`src/rtl/div.sv`:
```
// Multi-cycle restoring divider, signed or unsigned, one quotient bit per clock.
// A zero divisor skips the iteration phase and reports all-ones / raw dividend.
module div #(
  parameter int WIDTH = 32
) (
  input  logic             clk,
  input  logic             rst_n,
  input  logic             start,
  input  logic [WIDTH-1:0] a,
  input  logic [WIDTH-1:0] b,
  input  logic [4:0]       ctrl,
  output logic [WIDTH-1:0] quotient,
  output logic [WIDTH-1:0] remainder,
  output logic             busy,
  output logic             done,
  output logic             div_by_zero
);

  localparam int CW = $clog2(WIDTH + 1);

  typedef enum logic [1:0] {
    IDLE,
    RUN,
    FIX
  } state_t;

  state_t           state, state_nx;
  logic [WIDTH-1:0] dvd;
  logic [WIDTH-1:0] dvs;
  logic [WIDTH-1:0] prem;
  logic [CW-1:0]    cnt;
  logic             q_neg;
  logic             r_neg;
  logic             zero_div;

  logic             is_uns;
  logic [WIDTH-1:0] a_mag;
  logic [WIDTH-1:0] b_mag;
  logic [WIDTH:0]   rem_sh;
  logic [WIDTH+1:0] trial;
  logic             q_bit;
  logic             last_iter;
  logic             unused_bits;

  assign is_uns    = (ctrl[1:0] == 2'b11);
  assign a_mag     = (!is_uns && a[WIDTH-1]) ? (~a + 1'b1) : a;
  assign b_mag     = (!is_uns && b[WIDTH-1]) ? (~b + 1'b1) : b;

  // Trial subtraction carries an extra bit so divisors >= 2^(WIDTH-1) still compare correctly.
  assign rem_sh    = {prem, dvd[WIDTH-1]};
  assign trial     = {1'b0, rem_sh} - {2'b00, dvs};
  assign q_bit     = ~trial[WIDTH+1];
  assign last_iter = (cnt == CW'(WIDTH - 1));

  assign unused_bits = ^{ctrl[4:2], trial[WIDTH]};

  always_ff @(posedge clk) begin
    if (!rst_n) state <= IDLE;
    else        state <= state_nx;
  end

  always_comb begin
    state_nx = state;
    busy     = 1'b0;
    case (state)
      IDLE: if (start) state_nx = (b == '0) ? FIX : RUN;
      RUN: begin
        busy = 1'b1;
        if (last_iter) state_nx = FIX;
      end
      FIX: begin
        busy     = 1'b1;
        state_nx = IDLE;
      end
      default: state_nx = IDLE;
    endcase
  end

  always_ff @(posedge clk) begin
    if (!rst_n) begin
      dvd         <= '0;
      dvs         <= '0;
      prem        <= '0;
      cnt         <= '0;
      q_neg       <= 1'b0;
      r_neg       <= 1'b0;
      zero_div    <= 1'b0;
      quotient    <= '0;
      remainder   <= '0;
      done        <= 1'b0;
      div_by_zero <= 1'b0;
    end else begin
      done <= 1'b0;
      case (state)
        IDLE: begin
          if (start) begin
            cnt      <= '0;
            prem     <= '0;
            dvs      <= b_mag;
            q_neg    <= !is_uns && (a[WIDTH-1] ^ b[WIDTH-1]);
            r_neg    <= !is_uns && a[WIDTH-1];
            zero_div <= (b == '0);
            // Zero divisor keeps the raw dividend so it can be returned unmodified.
            if (b == '0) begin
              dvd <= a;
            end else begin
              dvd         <= a_mag;
              div_by_zero <= 1'b0;
            end
          end
        end
        RUN: begin
          prem <= q_bit ? trial[WIDTH-1:0] : rem_sh[WIDTH-1:0];
          dvd  <= {dvd[WIDTH-2:0], q_bit};
          cnt  <= cnt + CW'(1);
        end
        FIX: begin
          done <= 1'b1;
          if (zero_div) begin
            quotient    <= '1;
            remainder   <= dvd;
            div_by_zero <= 1'b1;
          end else begin
            quotient  <= q_neg ? (~dvd + 1'b1) : dvd;
            remainder <= r_neg ? (~prem + 1'b1) : prem;
          end
        end
        default: ;
      endcase
    end
  end

endmodule

```
`config.mk`:
```
export PLATFORM = sky130hd
export DESIGN_NAME = div
export DESIGN_NICKNAME = d
export VERILOG_FILES = /design/src/rtl/div.sv
export SDC_FILE = /design/constraint.sdc
export NUM_CORES = 1
export LEC_CHECK = 0
export ABC_CLOCK_PERIOD_IN_PS = 3000
export BUFFER_PORTS_ARGS = -buffer_cell sky130_fd_sc_hd__buf_4
export CELL_PAD_IN_SITES_DETAIL_PLACEMENT = 0
export CELL_PAD_IN_SITES_GLOBAL_PLACEMENT = 2
export CORE_MARGIN = 2
export CORE_UTILIZATION = 32
export CTS_BUF_LIST = sky130_fd_sc_hd__clkbuf_2 sky130_fd_sc_hd__clkbuf_4 sky130_fd_sc_hd__clkbuf_8
export DETAILED_ROUTE_END_ITERATION = 6
export PLACE_DENSITY = 0.89
export SETUP_SLACK_MARGIN = 0.02
export SLEW_MARGIN = 20
export SYNTH_ARGS = -nofsm -noshare
export SYNTH_HDL_FRONTEND = slang
export SYNTH_SLANG_ARGS = --single-unit
```
`constraint.sdc`:
```
create_clock -name clk -period 3 [get_ports clk]
set_input_delay 0.3 -clock clk [delete_from_list [all_inputs] [get_ports clk]]
set_output_delay 0.3 -clock clk [all_outputs]
set_load 0.1 [all_outputs]
```
; ---- Word level (Yosys, flattened, before mapping)
; Index checks and enable logic that the tools add are counted.
[totals]
word_cells = 69
reg_bits = 173
[op_classes]
n_bitwise = 6
n_reduce_logical = 13
n_addsub = 6
n_eq_ne = 8
mux = 24
[ops]
columns = cell, count
row1 = two-way mux 32 bit, 10
row2 = "adder 32 x 1 -> 32 bit, second input constant", 4
row3 = NOT 32 bit, 4
row4 = case mux 32 bit (2 select lines), 2
row5 = subtractor 33 x 32 -> 34 bit, 1
row6 = logical NOT 32 bit, 1
row7 = case mux 6 bit (2 select lines), 1
row8 = "inequality test 2 bit, second input constant", 4
row9 = "adder 6 x 1 -> 6 bit, second input constant", 1
row10 = "== test 6 x 5 -> 1 bit, second input constant", 1
row11 = two-way mux 2 bit, 3
row12 = two-way mux 6 bit, 1
row13 = AND reduction 2 bit, 3
row14 = two-way mux 1 bit, 5
row15 = "== test 2 bit, second input constant", 2
row16 = case mux 2 bit (2 select lines), 1
row17 = AND reduction 4 bit, 1
row18 = nonzero test 2 bit, 2
row19 = logical AND 1 bit, 3
row20 = "== test 2 x 1 -> 1 bit, second input constant", 1
row21 = logical NOT 2 bit, 1
row22 = case mux 1 bit (2 select lines), 1
row23 = OR reduction 2 bit, 1
row24 = logical NOT 1 bit, 1
row25 = 2 further kinds, 2

; ---- Depth between registers and ports, before layout
[depth]
ltp_word = 7
depth_mapped = 14
ltp_nobuf = 13

; ---- Least setup slack after synthesis
; No wires, ideal clock.
[synth_path]
path_kind = register to register
start = reg prem[10]
end = reg remainder[29]
synth_period_minus_slack_ps = 3182
t_arrival_ps = 3112
setup_slack_ps = -182
path_stages_with_launch = 11
setup_time_ps = 71
n_path_buf = 0
path_cell_list = dfxtp_1 or4_4 or4_1 or2_1 or2_1 or3_4 or4_4 o41ai_2 xnor2_1 mux2i_1 o21ai_1
[synth_between]
elab_chain_cells = 4
[synth_lines]
columns = item, line_no
row1 = "start, declared", 30  ; logic [WIDTH-1:0] prem;
row2 = "start signal, assigned", 113  ; prem <= q_bit ? trial[WIDTH-1:0] : rem_sh[WIDTH-1:0];
row3 = NOT 32 bit, 125  ; remainder <= r_neg ? (~prem + 1'b1) : prem;
row4 = adder 32 x 1 -> 32 bit, 125
row5 = two-way mux 32 bit, 125
row6 = two-way mux 32 bit, 119  ; if (zero_div) begin
row7 = "end signal, assigned", 121  ; remainder <= dvd;
row8 = "end signal, assigned", 125
row9 = "end, declared", 13  ; output logic [WIDTH-1:0] remainder,
; Every way passes these cells.
; A chain may end at the register's enable or synchronous reset.

; ---- Final worst setup path
; Same ends and word-level chain as after synthesis.

==> flow_summary.toml <==
[timing]
period_minus_slack_ns = 3.25
whs_ns = 0.122
setup_slack_ns = -0.251
fin_crit_sh_pct = 108
max-slew-margin-rel_pct = 39.4
clock_skew_ns = 0.0234
tightest_slew_ns = 0.907
fmax_mhz = 308
rsz0062_at_grt = "true"
hold_violations = 0
slew_violations = 0
setup-violations-final = 4

[run_status]
status = "finished with violations"
violations = "negative setup slack"

[drt]
ant_nets = 0
routedWlPerCell_um = 16.0
drc_errors = 0
wl_um = 33200
drtIter0Drc = 613
vias = 10400
firstDrtPassIters = 6
via_per_inst = 5.02

[cts]
hold_buffers = 0
htree_levels = 4
insertion_delay_ns = 0.49
clockRootBuffer = "clkbuf_8"
path_clk_slew_ns = 0.10
cts.sinks = 173
cts_buffers = 17
cts_tree = "yes"
cts_buffer_depth = 2

[worst_hold_path]
worstHoldPathType = "input pin to flop"

[die]
io_pins = 139
die_w_um = 191
dieArea_um2 = 36400
initial_core_util_pct = 32.4
die_y_um = 191
rows = 68
core_area_um2 = 34500

[synth]
yosysWarnings = 0
post_synth_num_cell_types = 55
ys_ff_latch = 173
synth_cells = 1401
synth_edf_count = 0
syn-num-nets = 1514
synth.top_cells.by_area = "dfxtp_1, nand2_1, o21ai_0"
synth_area_per_cell_um2 = 7.98
yosys-top-cells-count = "nand2_1, dfxtp_1, o21ai_0"
synth_flop_cell = "dfxtp_1"
yosysMostFrequentCell = "nand2_1"
syn-cell-area_um2 = 11200
ys_async_sr_fraction_pct = 0
yosysSeqAreaShare_pct = 31.0
yosysTopAreaCell = "dfxtp_1"
netlist.area_leader.share_pct = 31.0

[worst_setup_path]
crit_chain = "or4_4 -> or4_4 -> or2_1 -> or2_1 -> or3_4 -> or4_4 -> o41ai_4 -> xnor2_1 -> mux2i_1 -> o21ai_1"
startpoint_type = "flop"
cp.arrival_ns = 3.65
worst_path_most_repeated_cell = "or4_4"
cp_top_family = "simple AND/OR/NAND/NOR gates"
worstSetupEndpointType = "flop"
cp_slowest_cell = "or4_4"
worstPathRequired_ns = 3.40
cpPeakStageDelay_ns = 0.53
cp_max_fo = 3
crit_type = "flop to flop"
critPathBufInv = 0

[layout]
area_growth_syn_to_layout_pct = 28.4
final_util_pct = 41.7
multi_input_area_um2 = 7510
drive_above_1_share_pct = 26.0
finalNonFillerCells = 2074
final_nets = 1719
seq_area_um2 = 3480
diodes = 0
fillerInstances = 3477

[power_and_ir_drop]
p_leak_nw = 5.95
ir_worst_vdd_v = 0.000367
p_total_w = 0.00711
p_per_area_nw_per_um2 = 495

[global_routing]
grt_max_degree = 82
antenna_found_initial = 0
grt_use_total_pct = 17.9
grt-ovfl-total = 0
grt_pass1_vias = 9730
grt_pass1_wl_um = 52300

[placed_design]
io_buffers = 135
hpwlAfterDp_um = 24800
dp_slack_ns = -0.241
gp_routability_congestion = 0.849
dp.cells = 2025

[job]
cap_violations = 0
-- kinds of logic after synthesis --
family          count (synthesis)  share of synthesized area (%)
fa+ha+maj                      41                           4.66
compound gates                405                           24.7
mux                            56                           5.02
xor+xnor                      144                           11.3
flops                         173                           31.0
buf+inv                       142                           4.79
simple gates                  440                           18.6
-- flip-flops by register name (all words and copies together) (netlist names) --
register     count
cnt              6
div_by_zero      1
done             1
dvd             32
dvs             32
prem            32
q_neg            1
quotient        32
r_neg            1
remainder       32
state            2
zero_div         1
-- report_power, final --
group	total [W]	internal [W]	leakage (nW)	switching, W
registers	0.00267	0.00250	1.42	0.000176
logic	0.00260	0.000987	4.32	0.00161
clock network	0.00183	0.000877	0.217	0.000955
total	0.00711	0.00436	5.95	0.00275
-- layout make-up --
type | count | share of cell area [%]
Multi-Input combinational cell | 1086 | 52.3
Sequential cell | 173 | 24.3
Timing Repair Buffer | 273 | 15.0
Tap cell | 455 | 3.97
Clock buffer | 19 | 1.78
Inverter | 55 | 1.44
Clock inverter | 13 | 1.25
-- cells in the final DEF, fill, tap and decap left out, types with 33 or more instances in the layout --
cell,netlist,layout
xor2_1,66,65
a21oi_1,59,54
nor2_1,47,46
nor2b_1,37,35
nand2_1,225,225
inv_1,55,51
o21ai_0,150,128
o221a_2,33,33
xnor2_1,78,78
mux2i_1,56,52
dfxtp_1,173,156
buf_4,0,263
-- tightest hold or removal path: stages --
cell and delay, ns:
buf_4 0.13, nand3_1 0.06, a21boi_0 0.07
-- timing repair --
| action | CTS | global route |
|---|---|---|
| setup buffers | 12 | 5 |
| gates cloned | 0 | 2 |
| pin swaps | 12 | 27 |
| setup endpoints to repair | 39 | 44 |
| resized for setup | 26 | 76 |
-- routing by layer --
metal	vias to the layer above	routed length, um	share of wire (%)	GRT usage [%]
li1	5379	-	-	-
met1	4769	16600	50	25.8
met2	222	14700	44	27.9
met3	40	1120	3.4	2.29
met4	0	699	2.1	5.16
met5	-	0	0	0
-- per-stage QoR --
step	area (um^2)	TNS [ns]
2_1_floorplan	11200	-0.359
3_3_place_gp	13400	-1.04
3_5_place_dp	13400	-2.07
4_1_cts	14000	-0.524
5_1_grt	14400	-1.49
6_report	14400	-0.620
-- path summary, 6_finish.rpt --
path,slack (ns),end,depth (start not counted),start
setup / recovery,-0.25,remainder[29],10,prem[10]
hold / removal,0.12,r_neg,3,a[31]
setup reg to reg,-0.25,remainder[29],10,prem[10]
hold reg to reg,0.49,remainder[27],2,remainder[27]
Power figures use the tool's default switching activity.
